File: src/rtl/noc_input_port_if.sv
// Input-port bundle: upstream flit push with FULL backpressure, allocator req/grant, status.
// master = the input port itself, slave = the upstream sender and allocator side.
interface noc_input_port_if #(
  parameter int DATA_WIDTH = 32
);
  logic [DATA_WIDTH-1:0] data_in;
  logic                  data_valid_in;
  logic                  full_out;
  logic [DATA_WIDTH-1:0] flit_out;
  logic                  out_req;
  logic [4:0]            out_port;
  logic                  out_grant;
  logic                  route_busy;
  logic                  proto_err;
  logic [7:0]            drop_cnt;

  modport master (
    input  data_in, data_valid_in, out_grant,
    output full_out, flit_out, out_req, out_port, route_busy, proto_err, drop_cnt
  );

  modport slave (
    output data_in, data_valid_in, out_grant,
    input  full_out, flit_out, out_req, out_port, route_busy, proto_err, drop_cnt
  );
endinterface

File: src/rtl/noc_input_port.sv
// Router input port: flit FIFO + XY route held per wormhole packet; write-to-out_req latency 1 cycle, no bypass.
// Backpressure: full_out when DEPTH flits held; writes at full without a same-cycle pop are dropped and counted.
module noc_input_port #(
  parameter int DATA_WIDTH = 32,
  parameter int DEPTH      = 4,
  parameter int XW         = 2,
  parameter int YW         = 1,
  parameter int MY_X       = 0,
  parameter int MY_Y       = 0
) (
  input  logic             clk,
  input  logic             rst,
  noc_input_port_if.master port
);
  localparam int AW = $clog2(DEPTH);

  localparam logic [1:0] T_BODY   = 2'b00;
  localparam logic [1:0] T_HEAD   = 2'b01;
  localparam logic [1:0] T_TAIL   = 2'b10;
  localparam logic [1:0] T_SINGLE = 2'b11;

  localparam logic [4:0] P_LOCAL = 5'b00001;
  localparam logic [4:0] P_EAST  = 5'b00010;
  localparam logic [4:0] P_WEST  = 5'b00100;
  localparam logic [4:0] P_NORTH = 5'b01000;
  localparam logic [4:0] P_SOUTH = 5'b10000;

  typedef enum logic {IDLE, ROUTED} state_t;

  logic [DATA_WIDTH-1:0] mem [DEPTH];
  logic [AW-1:0]         wr_ptr, rd_ptr;
  logic [AW:0]           count, count_nxt;
  state_t                state;
  logic [4:0]            route_q;
  logic                  proto_err_q;
  logic [7:0]            drop_q;

  logic [DATA_WIDTH-1:0] head;
  logic [1:0]            head_type;
  logic [XW-1:0]         dst_x;
  logic [YW-1:0]         dst_y;
  logic                  nonempty, full, head_legal, req, pop, discard, adv, wr_en, overflow;
  logic [4:0]            route_comb;

  assign nonempty  = (count != '0);
  assign full      = (count == (AW+1)'(DEPTH));
  assign head      = mem[rd_ptr];
  assign head_type = head[DATA_WIDTH-1 -: 2];
  assign dst_x     = head[DATA_WIDTH-3 -: XW];
  assign dst_y     = head[DATA_WIDTH-3-XW -: YW];

  // Legality depends on where we are in the packet; illegal heads are silently drained.
  assign head_legal = (state == IDLE) ? (head_type == T_HEAD || head_type == T_SINGLE)
                                      : (head_type == T_BODY || head_type == T_TAIL);
  assign req      = nonempty && head_legal;
  assign pop      = req && port.out_grant;
  assign discard  = nonempty && !head_legal;
  assign adv      = pop || discard;
  assign wr_en    = port.data_valid_in && (!full || pop);
  assign overflow = port.data_valid_in && full && !pop;

  always_comb begin
    route_comb = P_LOCAL;
    if (int'(dst_x) > MY_X)      route_comb = P_EAST;
    else if (int'(dst_x) < MY_X) route_comb = P_WEST;
    else if (int'(dst_y) > MY_Y) route_comb = P_SOUTH;
    else if (int'(dst_y) < MY_Y) route_comb = P_NORTH;
  end

  always_comb begin
    count_nxt = count;
    if (wr_en && !adv)      count_nxt = count + (AW+1)'(1);
    else if (!wr_en && adv) count_nxt = count - (AW+1)'(1);
  end

  // Storage carries no reset so it can map onto a plain register file.
  always_ff @(posedge clk) begin
    if (wr_en && !rst) mem[wr_ptr] <= port.data_in;
  end

  always_ff @(posedge clk) begin
    if (rst) begin
      wr_ptr      <= '0;
      rd_ptr      <= '0;
      count       <= '0;
      state       <= IDLE;
      route_q     <= '0;
      proto_err_q <= 1'b0;
      drop_q      <= '0;
    end else begin
      if (wr_en) wr_ptr <= wr_ptr + AW'(1);
      if (adv)   rd_ptr <= rd_ptr + AW'(1);
      count       <= count_nxt;
      proto_err_q <= discard;
      if (overflow && drop_q != 8'hFF) drop_q <= drop_q + 8'd1;
      case (state)
        IDLE: begin
          if (pop && head_type == T_HEAD) begin
            state   <= ROUTED;
            route_q <= route_comb;
          end
        end
        ROUTED: begin
          if (pop && head_type == T_TAIL) begin
            state   <= IDLE;
            route_q <= '0;
          end
        end
        default: state <= IDLE;
      endcase
    end
  end

  assign port.full_out   = full;
  assign port.flit_out   = nonempty ? head : '0;
  assign port.out_req    = req;
  assign port.out_port   = !req ? 5'b00000 : ((state == IDLE) ? route_comb : route_q);
  assign port.route_busy = (state == ROUTED);
  assign port.proto_err  = proto_err_q;
  assign port.drop_cnt   = drop_q;
endmodule
File: src/flat_wrapper.sv
// flat-port wrapper written by rule: the top's interface ports become plain ports
module noc_input_port_flat 
#(
  parameter int DATA_WIDTH = 32,
  parameter int DEPTH      = 4,
  parameter int XW         = 2,
  parameter int YW         = 1,
  parameter int MY_X       = 0,
  parameter int MY_Y       = 0
)
  (clk, rst, port_data_in, port_data_valid_in, port_out_grant, port_full_out, port_flit_out, port_out_req, port_out_port, port_route_busy, port_proto_err, port_drop_cnt);
  noc_input_port_if #(.DATA_WIDTH(DATA_WIDTH)) port_i ();
  input  logic clk;
  input  logic rst;
  input wire logic [$bits(port_i.data_in)-1:0] port_data_in;
  input wire logic [$bits(port_i.data_valid_in)-1:0] port_data_valid_in;
  input wire logic [$bits(port_i.out_grant)-1:0] port_out_grant;
  output wire logic [$bits(port_i.full_out)-1:0] port_full_out;
  output wire logic [$bits(port_i.flit_out)-1:0] port_flit_out;
  output wire logic [$bits(port_i.out_req)-1:0] port_out_req;
  output wire logic [$bits(port_i.out_port)-1:0] port_out_port;
  output wire logic [$bits(port_i.route_busy)-1:0] port_route_busy;
  output wire logic [$bits(port_i.proto_err)-1:0] port_proto_err;
  output wire logic [$bits(port_i.drop_cnt)-1:0] port_drop_cnt;
  assign port_i.data_in = port_data_in;
  assign port_i.data_valid_in = port_data_valid_in;
  assign port_i.out_grant = port_out_grant;
  assign port_full_out = port_i.full_out;
  assign port_flit_out = port_i.flit_out;
  assign port_out_req = port_i.out_req;
  assign port_out_port = port_i.out_port;
  assign port_route_busy = port_i.route_busy;
  assign port_proto_err = port_i.proto_err;
  assign port_drop_cnt = port_i.drop_cnt;
  noc_input_port #(.DATA_WIDTH(DATA_WIDTH), .DEPTH(DEPTH), .XW(XW), .YW(YW), .MY_X(MY_X), .MY_Y(MY_Y)) u_core (.clk(clk), .rst(rst), .port(port_i));
endmodule
File: config.mk
export PLATFORM = sky130hd
export DESIGN_NAME = noc_input_port_flat
export DESIGN_NICKNAME = d
export VERILOG_FILES = /design/src/rtl/noc_input_port_if.sv /design/src/rtl/noc_input_port.sv /design/src/flat_wrapper.sv
export SDC_FILE = /design/constraint.sdc
export NUM_CORES = 1
export LEC_CHECK = 0
export CORE_MARGIN = 4
export CORE_UTILIZATION = 58
export DETAILED_ROUTE_END_ITERATION = 6
export PLACE_DENSITY = 0.88
export SYNTH_ARGS = -nofsm -noshare
export SYNTH_HDL_FRONTEND = slang
export SYNTH_SLANG_ARGS = --single-unit
File: constraint.sdc
create_clock -name clk -period 5.92 [get_ports clk]
set_input_delay 1.48 -clock clk [delete_from_list [all_inputs] [get_ports clk]]
set_output_delay 1.48 -clock clk [all_outputs]
set_load 0.03 [all_outputs]
==> results.py <==
metrics = {
    "yosys": {
        "seq_area_frac_synth": 0.713,
        "yosysMostFrequentCell": "edfxtp_1",
        "synth_edf_count": 128,
        "synthTopCellsByCount": "128 x edfxtp_1, 36 x and2_1, 32 x mux4_2",
        "syn_area_per_cell_um2": 17.7,
        "ys.flop_type": "edfxtp_1",
        "ys_ff_latch": 150,
        "synthArstFlopShare": 0,
        "synth_top_area_cell": "edfxtp_1",
        "synthTopCellsByArea": "edfxtp_1 64%, mux4_2 12%, dfxtp_1 7.3%",
        "syn_area_um2": 6010,
        "synthCells": 339,
        "netlist.area_leader.share": 0.639,
        "synth.distinct_cells": 45,
        "yosysWarnings": 0,
    },
    "routing": {
        "routed_wl_mm": 11.9,
        "drc": 0,
        "routed_via_density": 5.68,
        "vias": 3250,
        "drt-initial-drc-count": 287,
        "dr.pass1.iters": 4,
        "ant_nets": 0,
        "wl_per_cell_um": 20.7,
    },
    "clocking": {
        "tritoncts": "done",
        "root_buffer": "clkbuf_8",
        "clkTransAtPathRegs_ps": 70,
        "cts_hold_buf": 0,
        "cts_max_level": 4,
        "cts_sinks": 150,
        "ctsResizeCount": 0,
        "cts_buffer_depth": 2,
        "clk_latency_ps": 520,
        "cts-buffers-inserted": 17,
        "cts_setup_buffers": 0,
    },
    "grt": {
        "grt_pass1_wl_mm": 18.7,
        "grt_pass1_vias": 3395,
        "grt_max_degree": 37,
        "grt_antenna_before_repair": 0,
        "grt.overflow.total": 0,
        "grt_usage": 0.218,
    },
    "job": {
        "max_cap_violations": 0,
    },
    "power": {
        "total_power_mw": 3.55,
        "p_per_area_nw_per_um2": 472,
        "power.leakage_nw": 2.52,
        "ir_worst_vdd_v": 0.000425,
    },
    "final_layout": {
        "antennaDiodeCount": 0,
        "fin_util": 0.755,
        "final_cells": 572,
        "final_layout_size_suffix_gt1_frac": 0.169,
        "areaGrowthSynthToFinish_pct": 25.1,
        "layout.nets": 469,
    },
    "critical_path": {
        "endpoint_kind": "output pin",
        "path_class": "flip-flop to output pin",
        "critPathArrivalTime_ps": 3320,
        "path_cells": "mux4_2 -> xor2_2 -> nand2_1 -> nor3_1 -> clkdlybuf4s50_1",
        "crit_slowest_cell": "dfxtp_2",
        "critPathMaxStageDelay_ps": 880,
        "start_kind": "flip-flop",
        "crit_required_ps": 4440,
        "worstPathMaxFanout": 32,
    },
    "worst_hold_path": {
        "hold_path_class": "flip-flop to flip-flop",
    },
    "sta": {
        "setup_viol": 0,
        "fin_skew_ps": 7.18,
        "rsz0062_at_grt": "false",
        "min_period_ps": 4800,
        "relSlewSlack": 0.290,
        "finalMaxSlewViolations": 0,
        "max_freq_mhz": 208,
        "hold_viol": 0,
        "finalCritPeriodShare": 0.810,
        "tns_ps": 0,
        "max_slew.worst_pin.slew_ps": 1060,
        "hold_ws_ps": 458,
    },
    "placement": {
        "port_buffers": 82,
        "hpwl_mm": 7.00,
        "place.gp.congestion": 0.786,
        "dp_cells": 540,
    },
    "floorplan": {
        "die_w_um": 110,
        "core_region_area_um2": 9950,
        "die_h_um": 110,
        "start_util": 0.604,
        "ios": 85,
        "rows": 36,
        "fp.dieArea_um2": 12100,
    },
    "run_status": {
        "status": "complete, no violations",
    },
}
-- state kept, by name, summed over array words and instances (netlist names), named ones only --
name and flops:
u_core.route_q 3, u_core.count 3, u_core.mem 128, u_core.port.route_busy 1
u_core.port.proto_err 1, u_core.wr_ptr 2, u_core.port.drop_cnt 8, u_core.rd_ptr 2
-- critical path: cells and delay by family, from the launching register on --
family        cells  cell delay (ps)
flops             1              880
xor+xnor          1              310
simple gates      2              400
mux               1              510
buf+inv           1              690
-- layer usage --
metal  vias up  GRT usage  part of all wire
met2       123      0.360              0.52
li1       1476          -                 -
met4         0     0.0712             0.011
met1      1639      0.277              0.40
met5         -          0                 0
met3        12     0.0687             0.068
-- cells in the final DEF, fill, tap and decap left out, drive strengths merged, types with 3 or more instances in the layout --
cell           netlist  layout
a21oi                6       6
and2                36      36
clkbuf               9      17
clkdlybuf4s50        0      82
clkinv               0       6
dfxtp               22      22
edfxtp             128     128
ha                   6       6
inv                  7      14
mux2                 3       3
mux2i                3       3
mux4                32      32
nand2                5       5
nand2b               3       3
nand3                3       3
nand4                3       3
nor2                21      21
nor2b                6       6
nor3                 5       5
o21ai                3       3
xnor2                3       3
xor2                 5       5
-- cell type report --
type                    instances  area [um2]
inverters                       7        26.3
clock buffers                  17         414
multi-input cells             167        1630
fillers                       554        2440
clock inverters                15         165
flip-flops and latches        150        4290
repair buffers                 83         828
well taps                     133         166
-- kinds of logic (layout without fill, tap and decap cells) --
family                   count (synthesis)  in the layout  synth area share
AO/OA/AOI/OAI                           21             21            0.0266
adder cells (fa/ha/maj)                  7              7            0.0158
buffers and inverters                   23            122            0.0175
AND/OR/NAND/NOR                         91             91            0.0835
flip-flops                             150            150             0.713
multiplexers                            38             38             0.130
XOR/XNOR                                 8              8            0.0129
other                                    1              2          0.000624
-- metrics by stage --
stage | instance area [um2] | setup WS [ps]
global placement | 6940 | 1680
finish | 7520 | 1120
detailed placement | 6940 | 1570
CTS | 7520 | 1050
floorplan | 6020 | 2310
global route | 7520 | 826
-- path summary, 6_finish.rpt --
path | slack (ps) | cells after the start | endpoint | startpoint
worst min register to register | 460 | 1 | u_core.route_q[0] | u_core.route_q[0]
worst max register to register | 2290 | 9 | u_core.count[2] | flip-flop
worst min-delay path | 460 | 1 | u_core.route_q[0] | u_core.route_q[0]
worst max-delay path | 1120 | 5 | port_out_port[1] | flip-flop
-- power by group --
group / switching, mW / internal, mW / leakage (nW)
registers: 0.0909 / 1.25 / 1.34
clock network: 0.441 / 0.610 / 0.287
logic: 0.639 / 0.520 / 0.887
(Power assumes the default switching activity.)
==> variant 1 (same flow settings) <==
`DEPTH` is set to 4 in 2 places; all go to 16.
--- a/src/rtl/noc_input_port.sv
+++ b/src/rtl/noc_input_port.sv
@@ -4,3 +4,3 @@
   parameter int DATA_WIDTH = 32,
-  parameter int DEPTH      = 4,
+  parameter int DEPTH      = 16,
   parameter int XW         = 2,
--- a/src/flat_wrapper.sv
+++ b/src/flat_wrapper.sv
@@ -4,3 +4,3 @@
   parameter int DATA_WIDTH = 32,
-  parameter int DEPTH      = 4,
+  parameter int DEPTH      = 16,
   parameter int XW         = 2,
Behaviour: not the same (Yosys sat finds a counterexample within 10 cycles, from zero or initial values and one cycle with rst high).
==> variant 1 against the original RTL <==
- setup slack got worse by 0.43 ns
- synthesized area rose to 3.6 times the old value
- critical path type unchanged
- via count rose to 3.4 times the old value
- routed wire length rose to 4.2 times the old value
- die area rose to 3.3 times the old value
- critical endpoint is now port_out_port[0]
- largest cell class unchanged
- power rose to 3.0 times the old value
- sequential cell count rose by 392
- final area rose to 3.3 times the old value
==> variant 1: results (changes against the original RTL) <==
[placed_design] post-detailed-placement half-perimeter wirelength 25800 um [was 7000 um]
[clock_tree] CTS max path bufs 3 [was 2]
[drt] routed wire length on met2 26200 um [was 6210 um]
[synthesis] synth cell count leaders 512 x edfxtp_1, 156 x mux4_2, 30 x and2_1, 30 x clkbuf_1, 30 x dfxtp_1 [was 128 x edfxtp_1, 36 x and2_1, 32 x mux4_2]
[setup_path] Worst Path Arrival 3.74 ns [was 3.32 ns]
[global_route] number of antenna violations at the first check in global routing 5 [was 0]
[clock_tree] clock insertion delay at the later pin of the skew report 0.58 ns [was 0.52 ns]
[drt] wire length per cell after detailed routing 30.9 um [was 20.7 um]
[drt] met3 routed WL 4270 um [was 812 um]
[finish] multi-input combinational gate total 394 [was 167]
[clock_tree] level count of the clock H-tree 2 [was 4]
[synthesis] number of storage elements in the synthesis netlist 542 [was 150]
[finish] area taken by multi-input logic gates 5200 um^2 [was 1630 um^2]
[power_and_ir_drop] leakage dissipation 0.00763 uW [was 0.00252 uW]
[clock_tree] total CTS buffers 51 [was 17]
[finish] max reg flops 512 [was 128]
[finish] fraction of final layout cells sized beyond drive strength 1 0.249 [was 0.169]
[setup_path] critical path fanouts, max 39 [was 32]
[global_route] GRT met2 Usage 0.429 [was 0.360]
[drt] drt pass-1 iters 5 [was 4]
[finish] number of non-clock inverters 16 [was 7]
[synthesis] dominant cells by area after synthesis edfxtp_1 72%, mux4_2 16%, dfxtp_1 2.8% [was edfxtp_1 64%, mux4_2 12%, dfxtp_1 7.3%]
[finish] number of fill cells 2109 [was 554]
[drt] number of DRC markers in iteration 0 1468 [was 287]
[global_route] vias in the first global route 11400 [was 3395]
[drt] Metal-1 WL 17700 um [was 4710 um]
[power_and_ir_drop] largest voltage drop on the vdd net 0.000298 V [was 0.000425 V]
[finish] number of diodes 3 [was 0]
[outcome] result of the run completed [unchanged]
[finish] FF+latch area 16000 um^2 [was 4290 um^2]
[finish] Layout clock buffers 61 [was 17]
[clock_tree] CTS Root Cell clkbuf_16 [was clkbuf_8]
[finish] ClkCell Share 0.0657 [was 0.0771]
[timing] clock skew 0.0136 ns [was 0.00718 ns]
[finish] count of buffers not belonging to the clock network in the layout 110 [was 83]
[global_route] GR met3 Demand/Resource 0.0447 [was 0.0687]
[placed_design] pre-CTS setup slack 1.21 ns [was 1.57 ns]
[placed_design] gpl congestion 0.784 [was 0.786]
-- variant 1: cell types whose count changed after synthesis, moves of 12 or more --
cell	change
edfxtp_1	+384
a21oi_1	+12
nand3_1	+16
mux4_2	+124
clkbuf_1	+21
buf_2	+13
-- variant 1: power groups by stage --
stage / logic [uW] / registers, uW / clock network, uW
finish: 2870 / 4460 / 3170
global route: 3050 / 4480 / 3390
CTS: 2900 / 4460 / 3210
detailed placement: 2820 / 4540 / 0
global placement: 2740 / 4520 / 0
floorplan: 2010 / 4440 / 0
-- variant 1: final timing paths --
path	startpoint	to	slack, ns	cells after the start
worst min-delay path	u_core.port.drop_cnt[6]	u_core.port.drop_cnt[6]	0.48	2
worst min register to register	u_core.port.drop_cnt[6]	u_core.port.drop_cnt[6]	0.48	2
worst max register to register	flop	u_core.count[4]	1.28	16
worst max-delay path	flop	port_out_port[0]	0.70	6
-- variant 1: critical path, stage by stage (launching register included) --
cell	delay, ns
dfxtp_4	0.60
buf_12	0.34
mux4_2	0.57
mux4_2	0.53
nor2_1	0.18
o2bb2ai_1	0.16
clkdlybuf4s50_1	0.70
-- variant 1: metrics by stage --
step                      std cells  cell area (um^2)  utilization
after floorplan                1009             21500            -
after global placement         1530             22900        0.627
after detailed placement       1530             22900        0.627
after CTS                      1620             24500        0.671
after global routing           1623             24500        0.671
final                          1623             24500        0.671
-- variant 1: cells by family (layout without fill, tap and decap cells) --
logic type | Yosys count | in the layout | synth area share
other | 1 | 5 | 0.000175
xor gates and xnor gates | 5 | 5 | 0.00204
AOI/OAI and AO/OA | 50 | 50 | 0.0166
muxes | 172 | 172 | 0.172
DFF | 542 | 542 | 0.745
adders and majority gates | 12 | 12 | 0.00735
buffers and inverters | 73 | 216 | 0.0151
and+or+nand+nor | 153 | 153 | 0.0422
==> variant 2 (same flow settings) <==
Without the edit above. Reset style: asynchronous (`rst`), changed in one clocked block.
--- a/src/rtl/noc_input_port.sv
+++ b/src/rtl/noc_input_port.sv
@@ -80,3 +80,3 @@
 
-  always_ff @(posedge clk) begin
+  always_ff @(posedge clk or posedge rst) begin
     if (rst) begin
Check against the original RTL: differs if rst is asserted again (counterexample within 4 cycles, from zero or initial values and one cycle with rst high); with rst held inactive, the same outputs for 4 cycles.
==> variant 2 against the original RTL <==
- highest routed layer unchanged
- sequential cell count decreased by 2
- final area increased by 1.4%
- synthesized area increased by 0.94%
- count of clock-buffer cells in the layout unchanged
- largest power group is now combinational logic
- sequential share of layout area about the same
- power increased by 18%
- routed wire length increased by 1.2%
- setup slack got worse by 0.037 ns
==> variant 2: results (changes against the original RTL) <==
[global_route] Tot GR Track Use 0.217 [was 0.218]
[power_and_ir_drop] largest voltage drop on the vdd net 0.000318 V [was 0.000425 V]
[setup_path] standard cell with the maximum stage delay on the critical path dfrtp_2 [was dfxtp_2]
[timing] clock skew 0.00922 ns [was 0.00718 ns]
[setup_path] critical path fanouts, max 33 [was 32]
[power_and_ir_drop] leakage dissipation 0.00257 uW [was 0.00252 uW]
[finish] fraction of final layout cells sized beyond drive strength 1 0.195 [was 0.169]
[synthesis] post-synthesis sequential area ratio 0.716 [was 0.713]
[synthesis] count of distinct cell types in the synthesized netlist 48 [was 45]
[clock_tree] level count of the clock H-tree 4 [unchanged]
[outcome] result of the run completed [unchanged]
[drt] routed wire length on met2 6150 um [was 6210 um]
[placed_design] post-detailed-placement half-perimeter wirelength 7110 um [was 7000 um]
[synthesis] Synth Area in XOR/XNOR 0.0231 [was 0.0129]
[drt] wire length per cell after detailed routing 21.2 um [was 20.7 um]
[drt] met3 routed WL 858 um [was 812 um]
[synthesis] dominant cells by area after synthesis edfxtp_1 63%, mux4_2 12%, dfrtp_1 8.2% [was edfxtp_1 64%, mux4_2 12%, dfxtp_1 7.3%]
[synthesis] Post-synth EDFFs 128 [unchanged]
[synthesis] fraction of synthesized area in multiplexers 0.125 [was 0.130]
[placed_design] gpl congestion 0.855 [was 0.786]
[synthesis] synthesized-area fraction occupied by ao, oa, aoi and oai cells 0.0332 [was 0.0266]
[synthesis] synth cell count leaders 128 x edfxtp_1, 34 x and2_1, 32 x mux4_2 [was 128 x edfxtp_1, 36 x and2_1, 32 x mux4_2]
[synthesis] async set or reset register ratio after synthesis 0.135 [was 0]
[global_route] vias in the first global route 3562 [was 3395]
[global_route] first-pass GRT wire length 19000 um [was 18700 um]
[setup_path] family of cells with the greatest summed delay on the critical path flip-flops [unchanged]
[global_route] maximum number of pins on one net before global-route repair 34 [was 37]
[drt] routed vias/inst 5.83 [was 5.68]
[timing] slew of the pin with the lowest slew margin 0.827 ns [was 1.06 ns]
[setup_path] Worst Path Arrival 3.35 ns [was 3.32 ns]
[synthesis] Adder-Cell Fraction of Synth Area 0.0157 [was 0.0158]
[setup_path] delay contributed by the slowest stage of the critical path 0.90 ns [was 0.88 ns]
[finish] number of nets in the final layout 460 [was 469]
[drt] Metal-1 WL 4800 um [was 4710 um]
[drt] number of DRC markers in iteration 0 239 [was 287]
## variant 2: cell type report
| class | instances | area [um^2] |
|---|---|---|
| Clock buffer | 17 | 414 |
| Inverter | 8 | 30.0 |
| Tap cell | 136 | 170 |
| Clock inverter | 15 | 158 |
| Sequential cell | 148 | 4350 |
| Timing Repair Buffer | 88 | 866 |
| Fill cell | 613 | 2650 |
| Multi-Input combinational cell | 154 | 1640 |
## variant 2: per-stage QoR
step | setup slack, ns | power (uW) | instance area [um^2] | std cells | hold slack (ns)
after floorplan | 0.110 | 2570 | 6070 | 326 | 0.456
after global placement | 1.65 | 3140 | 7050 | 534 | 0.476
after detailed placement | 1.61 | 3180 | 7050 | 534 | 0.503
after CTS | 1.06 | 4220 | 7630 | 566 | 0.521
after global routing | 0.895 | 4390 | 7630 | 566 | 0.543
final | 1.09 | 4180 | 7630 | 566 | 0.515
## variant 2: final timing paths
path	startpoint	to	slack [ns]	cells after the start
setup / recovery	u_core.rd_ptr[1]	port_out_port[1]	1.09	5
hold / removal	u_core.route_q[0]	u_core.route_q[0]	0.51	1
hold reg to reg	u_core.route_q[0]	u_core.route_q[0]	0.51	1
min in group asynchronous	rst	u_core.port.drop_cnt[7]	1.66	2
max in group asynchronous	rst	u_core.rd_ptr[0]	3.71	2
setup reg to reg	u_core.count[0]	u_core.count[1]	2.47	9
## variant 2: kinds of logic after synthesis
| kind of cell | after synthesis |
|---|---|
| simple gates | 70 |
| buf+inv | 24 |
| fa+ha+maj | 7 |
| xor+xnor | 13 |
| flops | 148 |
| compound gates | 27 |
| other cells | 1 |
| mux | 35 |
## variant 2: layer usage
layer / up-vias / global-route usage
met2: 133 / 0.350
met3: 22 / 0.0664
met1: 1682 / 0.283
met4: 0 / 0.0748
li1: 1464 / -
met5: - / 0
## variant 2: where the power goes
group | switching (uW) | internal [uW]
Sequential | 149 | 1290
Clock | 450 | 576
Combinational | 931 | 781
